[config.mk]
export PLATFORM = sky130hd
export DESIGN_NAME = pwm_capture
export DESIGN_NICKNAME = d
export VERILOG_FILES = /design/src/rtl/pwm_capture.sv
export SDC_FILE = /design/constraint.sdc
export NUM_CORES = 1
export LEC_CHECK = 0
export BUFFER_PORTS_ARGS = -buffer_cell sky130_fd_sc_hd__buf_2
export CORE_ASPECT_RATIO = 1.1
export CORE_MARGIN = 4
export CORE_UTILIZATION = 50
export CTS_CLUSTER_SIZE = 28
export DETAILED_ROUTE_END_ITERATION = 16
export GPL_TIMING_DRIVEN = 0
export PLACE_DENSITY = 0.68
export REMOVE_ABC_BUFFERS = 1
export SYNTH_ARGS = -nofsm -noshare
export SYNTH_HDL_FRONTEND = slang
export SYNTH_SLANG_ARGS = --single-unit
[constraint.sdc]
create_clock -name clk -period 6.1 [get_ports clk]
set_input_delay 0.915 -clock clk [delete_from_list [all_inputs] [get_ports clk]]
set_output_delay 0.915 -clock clk [all_outputs]
set_load 0.02 [all_outputs]
[src/rtl/pwm_capture.sv]
`default_nettype none
// ============================================================================
// Module   : pwm_capture
// Function : Measures high time and period of a PWM line, recovers its 3-bit
//            duty code and flags a line with no rising edges.
// Revision : 1.0
// ============================================================================
module pwm_capture #(
    parameter int CNT_W   = 8,
    parameter int TIMEOUT = 64
) (
    input  logic             clk,
    input  logic             rst_n,
    input  logic             en,
    input  logic             pwm_in,
    output logic [2:0]       duty_code,
    output logic [CNT_W-1:0] high_cnt,
    output logic [CNT_W-1:0] period_cnt,
    output logic             meas_valid,
    output logic             stuck,
    output logic             overrun
);
    localparam int               RW        = CNT_W + 2;
    localparam logic [CNT_W-1:0] C_TIMEOUT = CNT_W'(TIMEOUT);

    typedef enum logic [0:0] {
        IDLE = 1'b0,
        RUN  = 1'b1
    } state_t;

    state_t           state_q;
    logic             sync1_q, lvl_q, lvl_dly_q;
    logic [CNT_W-1:0] per_q, hi_q, sh_per_q, sh_hi_q;
    logic [RW-1:0]    rem_q;
    logic [1:0]       quo_q;
    logic [1:0]       step_q;
    logic             busy_q;
    logic [2:0]       duty_q;
    logic [CNT_W-1:0] high_q, period_q;
    logic             meas_valid_q, stuck_q, overrun_q;

    logic             rise;
    logic [CNT_W-1:0] per_inc;
    logic             timeout_hit;
    logic [RW-1:0]    rem_sh, rem_d, per_ext;
    logic             bit_d;

    assign rise        = lvl_q & ~lvl_dly_q;
    assign per_inc     = per_q + 1'b1;
    assign timeout_hit = (per_q != C_TIMEOUT) && (per_inc == C_TIMEOUT);

    // One restoring-division step per cycle; hi < per keeps the quotient in 3 bits.
    always_comb begin
        per_ext = {2'b00, sh_per_q};
        rem_sh  = rem_q << 1;
        bit_d   = (rem_sh >= per_ext);
        rem_d   = bit_d ? (rem_sh - per_ext) : rem_sh;
    end

    always_ff @(posedge clk or negedge rst_n) begin
        if (!rst_n) begin
            state_q      <= IDLE;
            sync1_q      <= 1'b0;
            lvl_q        <= 1'b0;
            lvl_dly_q    <= 1'b0;
            per_q        <= '0;
            hi_q         <= '0;
            sh_per_q     <= '0;
            sh_hi_q      <= '0;
            rem_q        <= '0;
            quo_q        <= '0;
            step_q       <= '0;
            busy_q       <= 1'b0;
            duty_q       <= '0;
            high_q       <= '0;
            period_q     <= '0;
            meas_valid_q <= 1'b0;
            stuck_q      <= 1'b0;
            overrun_q    <= 1'b0;
        end else begin
            sync1_q      <= pwm_in;
            lvl_q        <= sync1_q;
            lvl_dly_q    <= lvl_q;
            meas_valid_q <= 1'b0;
            overrun_q    <= 1'b0;
            if (!en) begin
                state_q  <= IDLE;
                per_q    <= '0;
                hi_q     <= '0;
                busy_q   <= 1'b0;
                step_q   <= '0;
                duty_q   <= '0;
                high_q   <= '0;
                period_q <= '0;
                stuck_q  <= 1'b0;
            end else begin
                if (busy_q) begin
                    rem_q  <= rem_d;
                    quo_q  <= {quo_q[0], bit_d};
                    step_q <= step_q + 2'd1;
                    if (step_q == 2'd2) begin
                        busy_q       <= 1'b0;
                        step_q       <= '0;
                        duty_q       <= {quo_q, bit_d};
                        high_q       <= sh_hi_q;
                        period_q     <= sh_per_q;
                        meas_valid_q <= 1'b1;
                    end
                end
                case (state_q)
                    IDLE: begin
                        if (rise) begin
                            per_q   <= CNT_W'(1);
                            hi_q    <= CNT_W'(1);
                            state_q <= RUN;
                        end else if (per_q != C_TIMEOUT) begin
                            per_q <= per_inc;
                            if (timeout_hit) begin
                                meas_valid_q <= ~stuck_q;
                                stuck_q      <= 1'b1;
                                duty_q       <= lvl_q ? 3'd7 : 3'd0;
                                high_q       <= '0;
                                period_q     <= '0;
                            end
                        end
                    end
                    RUN: begin
                        if (rise) begin
                            per_q <= CNT_W'(1);
                            hi_q  <= CNT_W'(1);
                            if (busy_q) begin
                                overrun_q <= 1'b1;
                            end else begin
                                sh_per_q <= per_q;
                                sh_hi_q  <= hi_q;
                                rem_q    <= {2'b00, hi_q};
                                quo_q    <= '0;
                                step_q   <= '0;
                                busy_q   <= 1'b1;
                                stuck_q  <= 1'b0;
                            end
                        end else if (timeout_hit) begin
                            per_q        <= per_inc;
                            state_q      <= IDLE;
                            meas_valid_q <= ~stuck_q;
                            stuck_q      <= 1'b1;
                            duty_q       <= lvl_q ? 3'd7 : 3'd0;
                            high_q       <= '0;
                            period_q     <= '0;
                        end else begin
                            per_q <= per_inc;
                            hi_q  <= hi_q + {{(CNT_W-1){1'b0}}, lvl_q};
                        end
                    end
                    default: state_q <= IDLE;
                endcase
            end
        end
    end

    assign duty_code  = duty_q;
    assign high_cnt   = high_q;
    assign period_cnt = period_q;
    assign meas_valid = meas_valid_q;
    assign stuck      = stuck_q;
    assign overrun    = overrun_q;

endmodule
`default_nettype wire

==> summary.txt, run 1 <==
Power
  – P_sw: 420 uW
  – Internal: 848 uW
  – Overall power: around 1300 uW
  – Clock Power Share: between 20% and 30%
  – PD cells: 319 nW/um^2
  – Switching share of total power: about 33%
  – Gate power share: roughly a quarter
  – VDD IR-drop max: 0.226 mV
  – Leakage power: 0.00184 uW
  – Reg power frac: 43.9%

Logic synthesis
  – Synth Area per Inst: 9.49 sq um
  – Synthesized flop and latch total: 72
  – Adder-cell share of the synthesized area: 5.06%
  – Simple-gate share of the synthesized area: roughly 20%
  – Distinct cells, synth: 50
  – Synth async-reset ratio: 100%
  – Seq/Total Area, Yosys: 49.9%
  – Largest family of logic cells by synthesized area: simple AND/OR/NAND/NOR gates
  – EDFF count, synth: 0
  – Synth Area in XOR/XNOR: roughly 4.1%
  – Main synth FF type: dfrtp_1
  – Syn Inst Count: between 300 and 400
  – Mapped cell area: around 3600 sq um
  – Post-synthesis mux area share: 2.50%
  – Compound-Gate Fraction of Synth Area: 15.4%
  – Synth warn: 0

Global route
  – Largest net degree at the start of global routing: 73
  – Number of global-route vias before repair: 2710
  – All-Layer GR Usage: 19.0%
  – Initial antenna violation count: 0
  – First-pass GRT wire length: 13000 um
  – Grt ovf: 0

Final layout
  – Final net count: 419
  – Commonest non-fill, non-tap cell in the layout: nand2_1
  – Post-layout util: 56.7%
  – Fillers: 636
  – Share of cells above drive strength 1: 13.1%
  – Diode count: 0
  – Most frequent cells in the layout: nand2_1, dfrtp_1, a21oi_1, nor2_1, buf_2
  – Area Overhead vs Synth: 10.1%

Clock network
  – Hold_buf cts: 0
  – Worst-path clk slew: 80 ps
  – TritonCTS clock tree: done
  – H-Tree Depth: 3
  – Worst skew pair latency: 340 ps
  – CTS sink cnt: 72
  – PostCTS Resize Cnt: 0
  – Postcts setup bufs: 0
  – Total clock buffers created by CTS: 9
  – Root buffer cell: clkbuf_8
  – Clk buf depth: 2

Timing
  – Min Tclk post-route: 2970 ps
  – Total negative setup slack: 0 ps
  – Fmax: 337 MHz
  – Relative slew slack: 14.5%
  – Final Hold Vio Count: 0
  – Worst slew pin tran: 1270 ps
  – RSZ-0062 raised after global routing: no
  – Share of the cycle needed by the critical path after routing: 48.7%
  – Setup Skew: 8.01 ps
  – Final setup vio count: 0
  – Final worst slack: 3130 ps
  – Slew Viols, Final: 0

Setup path
  – Crit Path Max Fanout: 15
  – R2r startpoint: sh_per_q[0]
  – Critical path startpoint category: flip-flop
  – Critical Path Source: sh_per_q[0]
  – Critical Path RT: 6330 ps
  – Worst endpoint data arrival time: 3200 ps
  – Setup Crit Path Kind: reg -> reg
  – Critical Path Sink Type: flip-flop

Floorplan
  – Core area: approximately 7000 sq um
  – I/O Pins: 26
  – FP Rows: 32
  – DIE AREA: 8640 sq um
  – Die width: 89.0 um
  – Die height: approximately 97 um
  – Initial Utilization: 51.5%

Routing
  – Final antenna-violating net count: 0
  – Drc violations: 0
  – Drt via density: 5.58
  – Wire per inst: around 15 um
  – Initial DRC count: 130
  – Vias: 2741
  – DR pass1 iterations: 4
  – Final WL: 7420 um

Place
  – Final HPWL DP: 5210 um
  – Routability congestion estimate: between 0.8 and 0.9
  – Dpl ws: 3130 ps
  – Port Buffers: 25

Status
  – Status: complete, no violations

Hold path
  – Min-delay worst type: reg -> reg
  – Worst Hold Launch: sync1_q

Run
  – # Max-Cap Violations: 0
## worst max-delay path, stage by stage (launching register included)
cell and delay [ps]:
dfrtp_1 400, inv_1 110, fa_1 480, o21ai_0 190, a211oi_1 110, nor4_2 1030
nor2_1 210, a222oi_1 270, inv_1 70
## metal layers
metal	share of wire [%]	vias to the layer above	wire length (um)	track usage, %
li1	-	1332	-	-
met2	50	51	3710	29.4
met1	44	1344	3230	26.5
met4	2.4	0	179	6.19
met5	0	-	0	0
met3	4.0	14	300	3.82
## final timing paths
check,to,slack [ps],depth (start not counted)
max in group asynchronous,state_q,4830,1
min in group asynchronous,period_cnt[6],700,1
worst max register to register,rem_q[0],3130,8
worst min-delay path,lvl_q,350,0
worst max-delay path,rem_q[0],3130,8
worst min register to register,lvl_q,350,0
## power by group through the flow
stage | clock network [uW] | logic, uW | registers (uW)
after floorplan | 0 | 269 | 553
after CTS | 379 | 341 | 556
final | 372 | 339 | 557
after global placement | 0 | 329 | 565
after global routing | 405 | 388 | 562
after detailed placement | 0 | 338 | 566
## logic make-up after synthesis
| group | after synthesis |
|---|---|
| flip-flops | 72 |
| AND/OR/NAND/NOR | 151 |
| AO/OA/AOI/OAI | 87 |
| XOR/XNOR | 17 |
| adder cells (fa/ha/maj) | 14 |
| multiplexers | 9 |
| buffers and inverters | 30 |
## synth_stat cells, drive strengths merged, types with 2 or more instances
master | count | area (sq um)
a21oi | 34 | 185
xor2 | 5 | 43.8
nand3 | 8 | 52.6
o31ai | 2 | 15.0
o21a | 3 | 22.5
ha | 13 | 163
and3 | 3 | 18.8
nand4 | 6 | 37.5
mux2i | 9 | 90.1
nand2b | 3 | 18.8
buf | 4 | 25.0
a22o | 2 | 17.5
a31oi | 2 | 12.5
o21ai | 20 | 100
a22oi | 4 | 30.0
nor2b | 5 | 31.3
a21boi | 7 | 56.3
a222oi | 2 | 20.0
nor3b | 3 | 22.5
clkbuf | 11 | 41.3
a21o | 2 | 15.0
and2 | 2 | 12.5
xnor2 | 12 | 105
nor3 | 4 | 20.0
nand2 | 81 | 312
a211oi | 3 | 35.0
dfrtp | 72 | 1800
nor2 | 28 | 105
inv | 15 | 56.3
o21bai | 2 | 15.0
## registers in the layout, summed over array words and instances, names as in the netlist
name,count
sync1_q,1
meas_valid,1
duty_code,3
state_q,1
rem_q,9
lvl_dly_q,1
period_cnt,8
stuck,1
overrun,1
sh_hi_q,8
lvl_q,1
per_q,8
step_q,2
hi_q,8
sh_per_q,8
quo_q,2
high_cnt,8
busy_q,1
## layout make-up
cell class / instances / area (sq um) / share of cell area [%]
Sequential cell: 72 / 1800 / 45.4
Multi-Input combinational cell: 278 / 1680 / 42.4
Timing Repair Buffer: 25 / 128 / 3.21
Clock buffer: 9 / 124 / 3.12
Tap cell: 85 / 106 / 2.68
Clock inverter: 7 / 72.6 / 1.83
Inverter: 15 / 56.3 / 1.42
## metrics by stage
| stage | hold WS (ps) | instance area, sq um | cells |
|---|---|---|---|
| floorplan | 331 | 3540 | 365 |
| detailed placement | 338 | 3770 | 475 |
| global route | 367 | 3970 | 491 |
| finish | 354 | 3970 | 491 |
| CTS | 355 | 3970 | 491 |
| global placement | 334 | 3770 | 475 |
No activity file was read; power rests on OpenSTA's default activity.
==> run 2: changes to the inputs <==
Settings changed: ABC_AREA set to 1, PLACE_DENSITY 0.68 to 0.7.
Clock period 6.1 ns to 2.6 ns, I/O delays scaled along.
==> run 2 against run 1 <==
Flip-flop and latch count unchanged; final area increased by 9.5%; highest routed layer unchanged; global-route usage rose by 1.5 points; hold slack got worse by 210 ps; fmax grew 29%; clock power rose by 150%.
==> summary.txt, run 2 <==
Hold path
  – Cell count of the worst hold path: 1
  – Min-delay worst type: in -> reg
  – Hold Path End: sync1_q
  – Worst Hold Launch: pwm_in

Timing
  – Setup Skew: 11.3 ps
  – Total negative setup slack: 0 ps
  – Final Hold Vio Count: 0
  – RSZ-0062 raised after global routing: no
  – Slew Viols, Final: 0
  – Fmax: 435 MHz
  – Share of the cycle needed by the critical path after routing: 88.5%
  – Min Tclk post-route: roughly 2300 ps
  – Worst slew pin tran: 1110 ps
  – Relative slew slack: between 20% and 30%
  – Final setup vio count: 0

Clock network
  – H-Tree Depth: 3
  – Worst skew pair latency: 350 ps
  – TritonCTS clock tree: done
  – Root buffer cell: clkbuf_8
  – Clk buf depth: 2
  – Postcts setup bufs: 0
  – Total clock buffers created by CTS: 9
  – CTS sink cnt: 72
  – Worst-path clk slew: 90 ps

Power
  – VDD IR-drop max: 0.362 mV
  – PD cells: 720 nW/um^2
  – Leakage power: 0.00234 uW
  – Overall power: 3130 uW

Setup path
  – Worst endpoint data arrival time: 2570 ps
  – Worst Reg2Reg Path Length in Cells: 7
  – Worst path cell trace: inv_1 > nor2_1 > nand3_1 > nor2_2 > buf_8 > nand2_1 > o21ai_0
  – Setup Crit Path Kind: reg -> reg
  – R2r startpoint: lvl_q
  – Critical Path RT: between 2000 and 3000 ps
  – CP peak stage delay: 590 ps
  – Crit-path slowest cell: nor2_1
  – Critical path startpoint category: flip-flop
  – Top Family by Delay on Critical Path: simple AND/OR/NAND/NOR gates
  – R2R setup slack: 300 ps
  – Critical Path Sink Type: flip-flop
  – Crit Path Max Fanout: 21
  – Reg2reg end: sh_hi_q[4]
  – Buffer and inverter count on the worst path: 2

Routing
  – Drc violations: 0
  – Drt via density: 5.22
  – Initial DRC count: 183
  – DR pass1 iterations: 7
  – Final antenna-violating net count: 0
  – Final WL: 8720 um
  – Vias: 3301
  – Wire per inst: ~14 um

Logic synthesis
  – Yosys top cell by area: dfrtp_1
  – Synth async-reset ratio: between 90% and 100%
  – Main synth FF type: dfrtp_1
  – Syn Inst Count: 499
  – Most frequent cell after synthesis: nand2_1
  – Post-synth top cells: nand2_1, inv_1, dfrtp_1
  – EDFF count, synth: 0
  – Synth Area per Inst: 7.83 sq um
  – Distinct cells, synth: 35
  – Synthesized flop and latch total: slightly above 70
  – Mapped cell area: around 3900 sq um
  – Seq/Total Area, Yosys: 46.1%
  – Post-synth top area share: between 40 and 50%
  – Synth warn: 0
  – Synth area leaders: dfrtp_1, nand2_1, inv_1

Floorplan
  – DIE AREA: 9290 sq um
  – Die height: 101 um
  – FP Rows: 33
  – I/O Pins: 26
  – Initial Utilization: about half
  – Die width: 92.3 um
  – Core area: around 7500 sq um

Final layout
  – Commonest non-fill, non-tap cell in the layout: nand2_1
  – Final Cell Area: 4350 sq um
  – Final net count: 540
  – Register area: 1800 sq um
  – Footprint of the multi-input gates: 1730 sq um
  – Most frequent cells in the layout: nand2_1, inv_1, dfrtp_1, nor2_1, nand3_1
  – Area Overhead vs Synth: 11.3%
  – Share of cells above drive strength 1: 12.3%
  – Diode count: 0
  – Fillers: 718
  – Max reg flops: 9
  – Top reg by flops: rem_q

Global route
  – Number of global-route vias before repair: 3188
  – First-pass GRT wire length: ~15000 um
  – Grt ovf: 0
  – Initial antenna violation count: 0
  – All-Layer GR Usage: 20.5%
  – Largest net degree at the start of global routing: 47

Run
  – # Max-Cap Violations: 0

Place
  – Cell Area, Placed: 4130 sq um
  – Routability congestion estimate: 0.869
  – Final HPWL DP: 6120 um
  – Port Buffers: 25

Status
  – Status: complete, no violations
[run 2: worst max-delay path by stage]
stage	slack, ps	end	startpoint	depth (start not counted)
2_1_floorplan	370	rem_q[0]	lvl_q	6
3_3_place_gp	-1130	rem_q[0]	en	5
3_5_place_dp	-250	per_q[0]	en	6
4_1_cts	130	per_q[0]	en	6
5_1_grt	110	sh_hi_q[3]	lvl_q	7
6_report	300	sh_hi_q[4]	lvl_q	7
[run 2: logic make-up after synthesis]
kind of cell	Yosys count	synth area share (%)
AND/OR/NAND/NOR	239	27.0
buffers and inverters	95	9.61
flip-flops	72	46.1
AO/OA/AOI/OAI	71	10.8
adder cells (fa/ha/maj)	14	4.68
XOR/XNOR	8	1.79
[run 2: power by group]
part,total (uW),internal (uW),switching (uW),leakage [uW]
registers,1330,1240,88.9,0.000959
clock network,917,453,463,0.000104
logic,884,327,558,0.00128
[run 2: cell type report]
cell class	count	share of cell area, %
Tap cell	105	3.02
Inverter	79	6.91
Sequential cell	72	41.5
Clock inverter	7	1.81
Timing Repair Buffer	28	4.15
Clock buffer	9	2.85
Multi-Input combinational cell	332	39.8
[run 2: through the flow]
| stage | worst slack (ps) | instances | hold WS [ps] | utilization (%) |
|---|---|---|---|---|
| floorplan | 374 | 483 | 94.4 | - |
| global placement | -1130 | 613 | 332 | 54.3 |
| detailed placement | -250 | 615 | 337 | 55.0 |
| CTS | 128 | 632 | 125 | 57.8 |
| global route | 108 | 632 | 126 | 57.8 |
| finish | 300 | 632 | 143 | 57.8 |
[run 2: worst reg2reg max path, cell delays in order, from the launching register on]
cell     delay [ps]
dfrtp_1         400
inv_1            50
nor2_1          590
nand3_1         270
nor2_2          450
buf_8           240
nand2_1         120
o21ai_0         100
[run 2: per-layer routing]
layer,global-route usage [%],vias up,wire length [um],part of all wire [%]
li1,-,1643,-,-
met1,27.4,1568,3990,46
met2,33.8,73,4210,48
met3,4.11,17,385,4.4
met4,6.40,0,133,1.5
met5,0,-,0,0
[run 2: repair_timing]
action,4_1_cts,5_1_grt
hold endpoints to repair,26,0
hold buffers,1,0
endpoints found under the setup margin,0,4
resized for setup,0,1
==> run 3: changes to the inputs <==
Settings changed: PLACE_DENSITY 0.7 to 0.68.
==> run 3 against run 2 <==
Worst setup slack worse by 33 ps; count of clock-buffer cells in the layout is the same; clock skew rose by 1.8 ps; sequential share of layout area up 0.13 points; hold slack lost 11 ps; final area fell by 0.32%; global-route usage is 0.14 points lower; combinational power is 0.9% lower; first-iteration DRC count grew 6.6%; highest routed layer unchanged.
==> summary.txt, run 3 (synthesis gave the netlist of run 2 again) <==
Status
  – Status: complete, no violations

Power
  – VDD IR-drop max: 0.350 mV
  – Leakage power: 0.00233 uW
  – PD cells: just over 700 nW/um^2

Setup path
  – Critical Path Sink Type: flip-flop
  – Crit Path Max Fanout: 21
  – Crit-path slowest cell: nor2_1
  – Critical Path RT: a little under 3000 ps
  – Worst endpoint data arrival time: 2630 ps
  – Worst path cell trace: inv_1 > nor2_1 > nand3_1 > nor2_2 > buf_8 > nand2_1 > nand3_1
  – Setup Crit Path Kind: reg -> reg
  – Critical path startpoint category: flip-flop
  – Most Frequent Cell on Critical Path: nand3_1
  – CP peak stage delay: ~550 ps

Timing
  – Share of the cycle needed by the critical path after routing: 89.7%
  – Final Hold Vio Count: 0
  – Fmax: 429 MHz
  – RSZ-0062 raised after global routing: no
  – Relative slew slack: 26.2%
  – Worst slew pin tran: between 1000 and 1500 ps
  – Setup Skew: 13.1 ps
  – Slew Viols, Final: 0
  – Min Tclk post-route: 2330 ps
  – Final worst slack: 267 ps
  – Hold slack: 131 ps
  – Final setup vio count: 0

Final layout
  – Diode count: 0
  – Register area: between 1500 and 2000 sq um
  – Area Overhead vs Synth: 11.0%
  – Share of cells above drive strength 1: between 10% and 20%
  – Footprint of the multi-input gates: 1730 sq um
  – Commonest non-fill, non-tap cell in the layout: nand2_1
  – Max reg flops: 9
  – Fillers: between 700 and 800
  – Final net count: 540
  – Most frequent cells in the layout: nand2_1, inv_1, dfrtp_1, nor2_1, nand3_1
  – Top reg by flops: rem_q

Global route
  – All-Layer GR Usage: 20.4%
  – Grt ovf: 0
  – Largest net degree at the start of global routing: 41
  – Initial antenna violation count: 0
  – First-pass GRT wire length: 14800 um
  – Number of global-route vias before repair: 3130

Routing
  – Drc violations: 0
  – Final WL: 8430 um
  – Drt via density: 5.11
  – Vias: 3229
  – Final antenna-violating net count: 0
  – Wire per inst: 13.3 um
  – Initial DRC count: ~200
  – DR pass1 iterations: 4

Clock network
  – Worst-path clk slew: ~80 ps
  – H-Tree Depth: 3
  – Root buffer cell: clkbuf_8
  – Clk buf depth: 2
  – Worst skew pair latency: between 300 and 400 ps
  – Total clock buffers created by CTS: 9
  – Postcts setup bufs: 0
  – CTS sink cnt: approximately 70
  – TritonCTS clock tree: done

Place
  – Port Buffers: 25
  – Final HPWL DP: 6000 um
  – Routability congestion estimate: 0.863
  – Dpl ws: -181 ps

Floorplan
  – Die height: 101 um
  – Core area: 7510 sq um
  – FP Rows: 33
  – DIE AREA: 9290 sq um
  – Die width: 92.3 um
  – Initial Utilization: 52.0%
  – I/O Pins: 26

Hold path
  – Min-delay worst type: in -> reg

Run
  – # Max-Cap Violations: 0
[run 3: area by class of cell]
cell class	instances	area share [%]
clock buffer	9	2.86
sequential	72	41.6
clock inverter	7	1.67
multi-input combinational	332	39.9
inverter	79	6.93
tap	105	3.03
timing repair buffer	28	3.98
[run 3: report_power, final]
group / switching [uW] / leakage [uW] / internal (uW)
combinational: 549 / 0.00127 / 327
clock: 441 / 0.0000952 / 442
sequential: 85.6 / 0.000959 / 1240
[run 3: worst paths after layout]
kind / start / to / slack (ps) / depth (start not counted)
worst max-delay path: lvl_q / rem_q[4] / 270 / 7
worst min-delay path: pwm_in / sync1_q / 130 / 1
worst max register to register: lvl_q / rem_q[4] / 270 / 7
worst min register to register: sync1_q / lvl_q / 360 / 0
max in group asynchronous: rst_n / high_cnt[7] / 1540 / 3
min in group asynchronous: rst_n / period_cnt[3] / 510 / 2
[run 3: metal layers]
metal | vias to the layer above | wire (um) | track usage [%]
li1 | 1646 | - | -
met4 | 0 | 201 | 8.80
met2 | 58 | 3970 | 32.9
met1 | 1510 | 3970 | 26.7
met5 | - | 0 | 0
met3 | 15 | 292 | 4.26
[run 3: repair_timing]
item / in CTS / in global routing
hold endpoints to repair: 32 / 0
hold buffers: 1 / 0
setup endpoints to repair: 0 / 8
resized for setup: 0 / 1
[run 3: worst max-delay path: cells and delay by family (launching register included)]
kind                   cells  cell delay, ps
and+or+nand+nor            5            1580
DFF                        1             400
buffers and inverters      2             280
[run 3: per-stage QoR]
step | cell area, sq um | TNS [ps] | power [uW] | util, % | std cells
2_1_floorplan | 3830 | 0 | 2000 | - | 483
3_3_place_gp | 4080 | -24820 | 2180 | 54.3 | 613
3_5_place_dp | 4120 | -2820 | 2210 | 54.9 | 615
4_1_cts | 4330 | 0 | 3110 | 57.6 | 632
5_1_grt | 4330 | 0 | 3330 | 57.7 | 632
6_report | 4330 | 0 | 3080 | 57.7 | 632
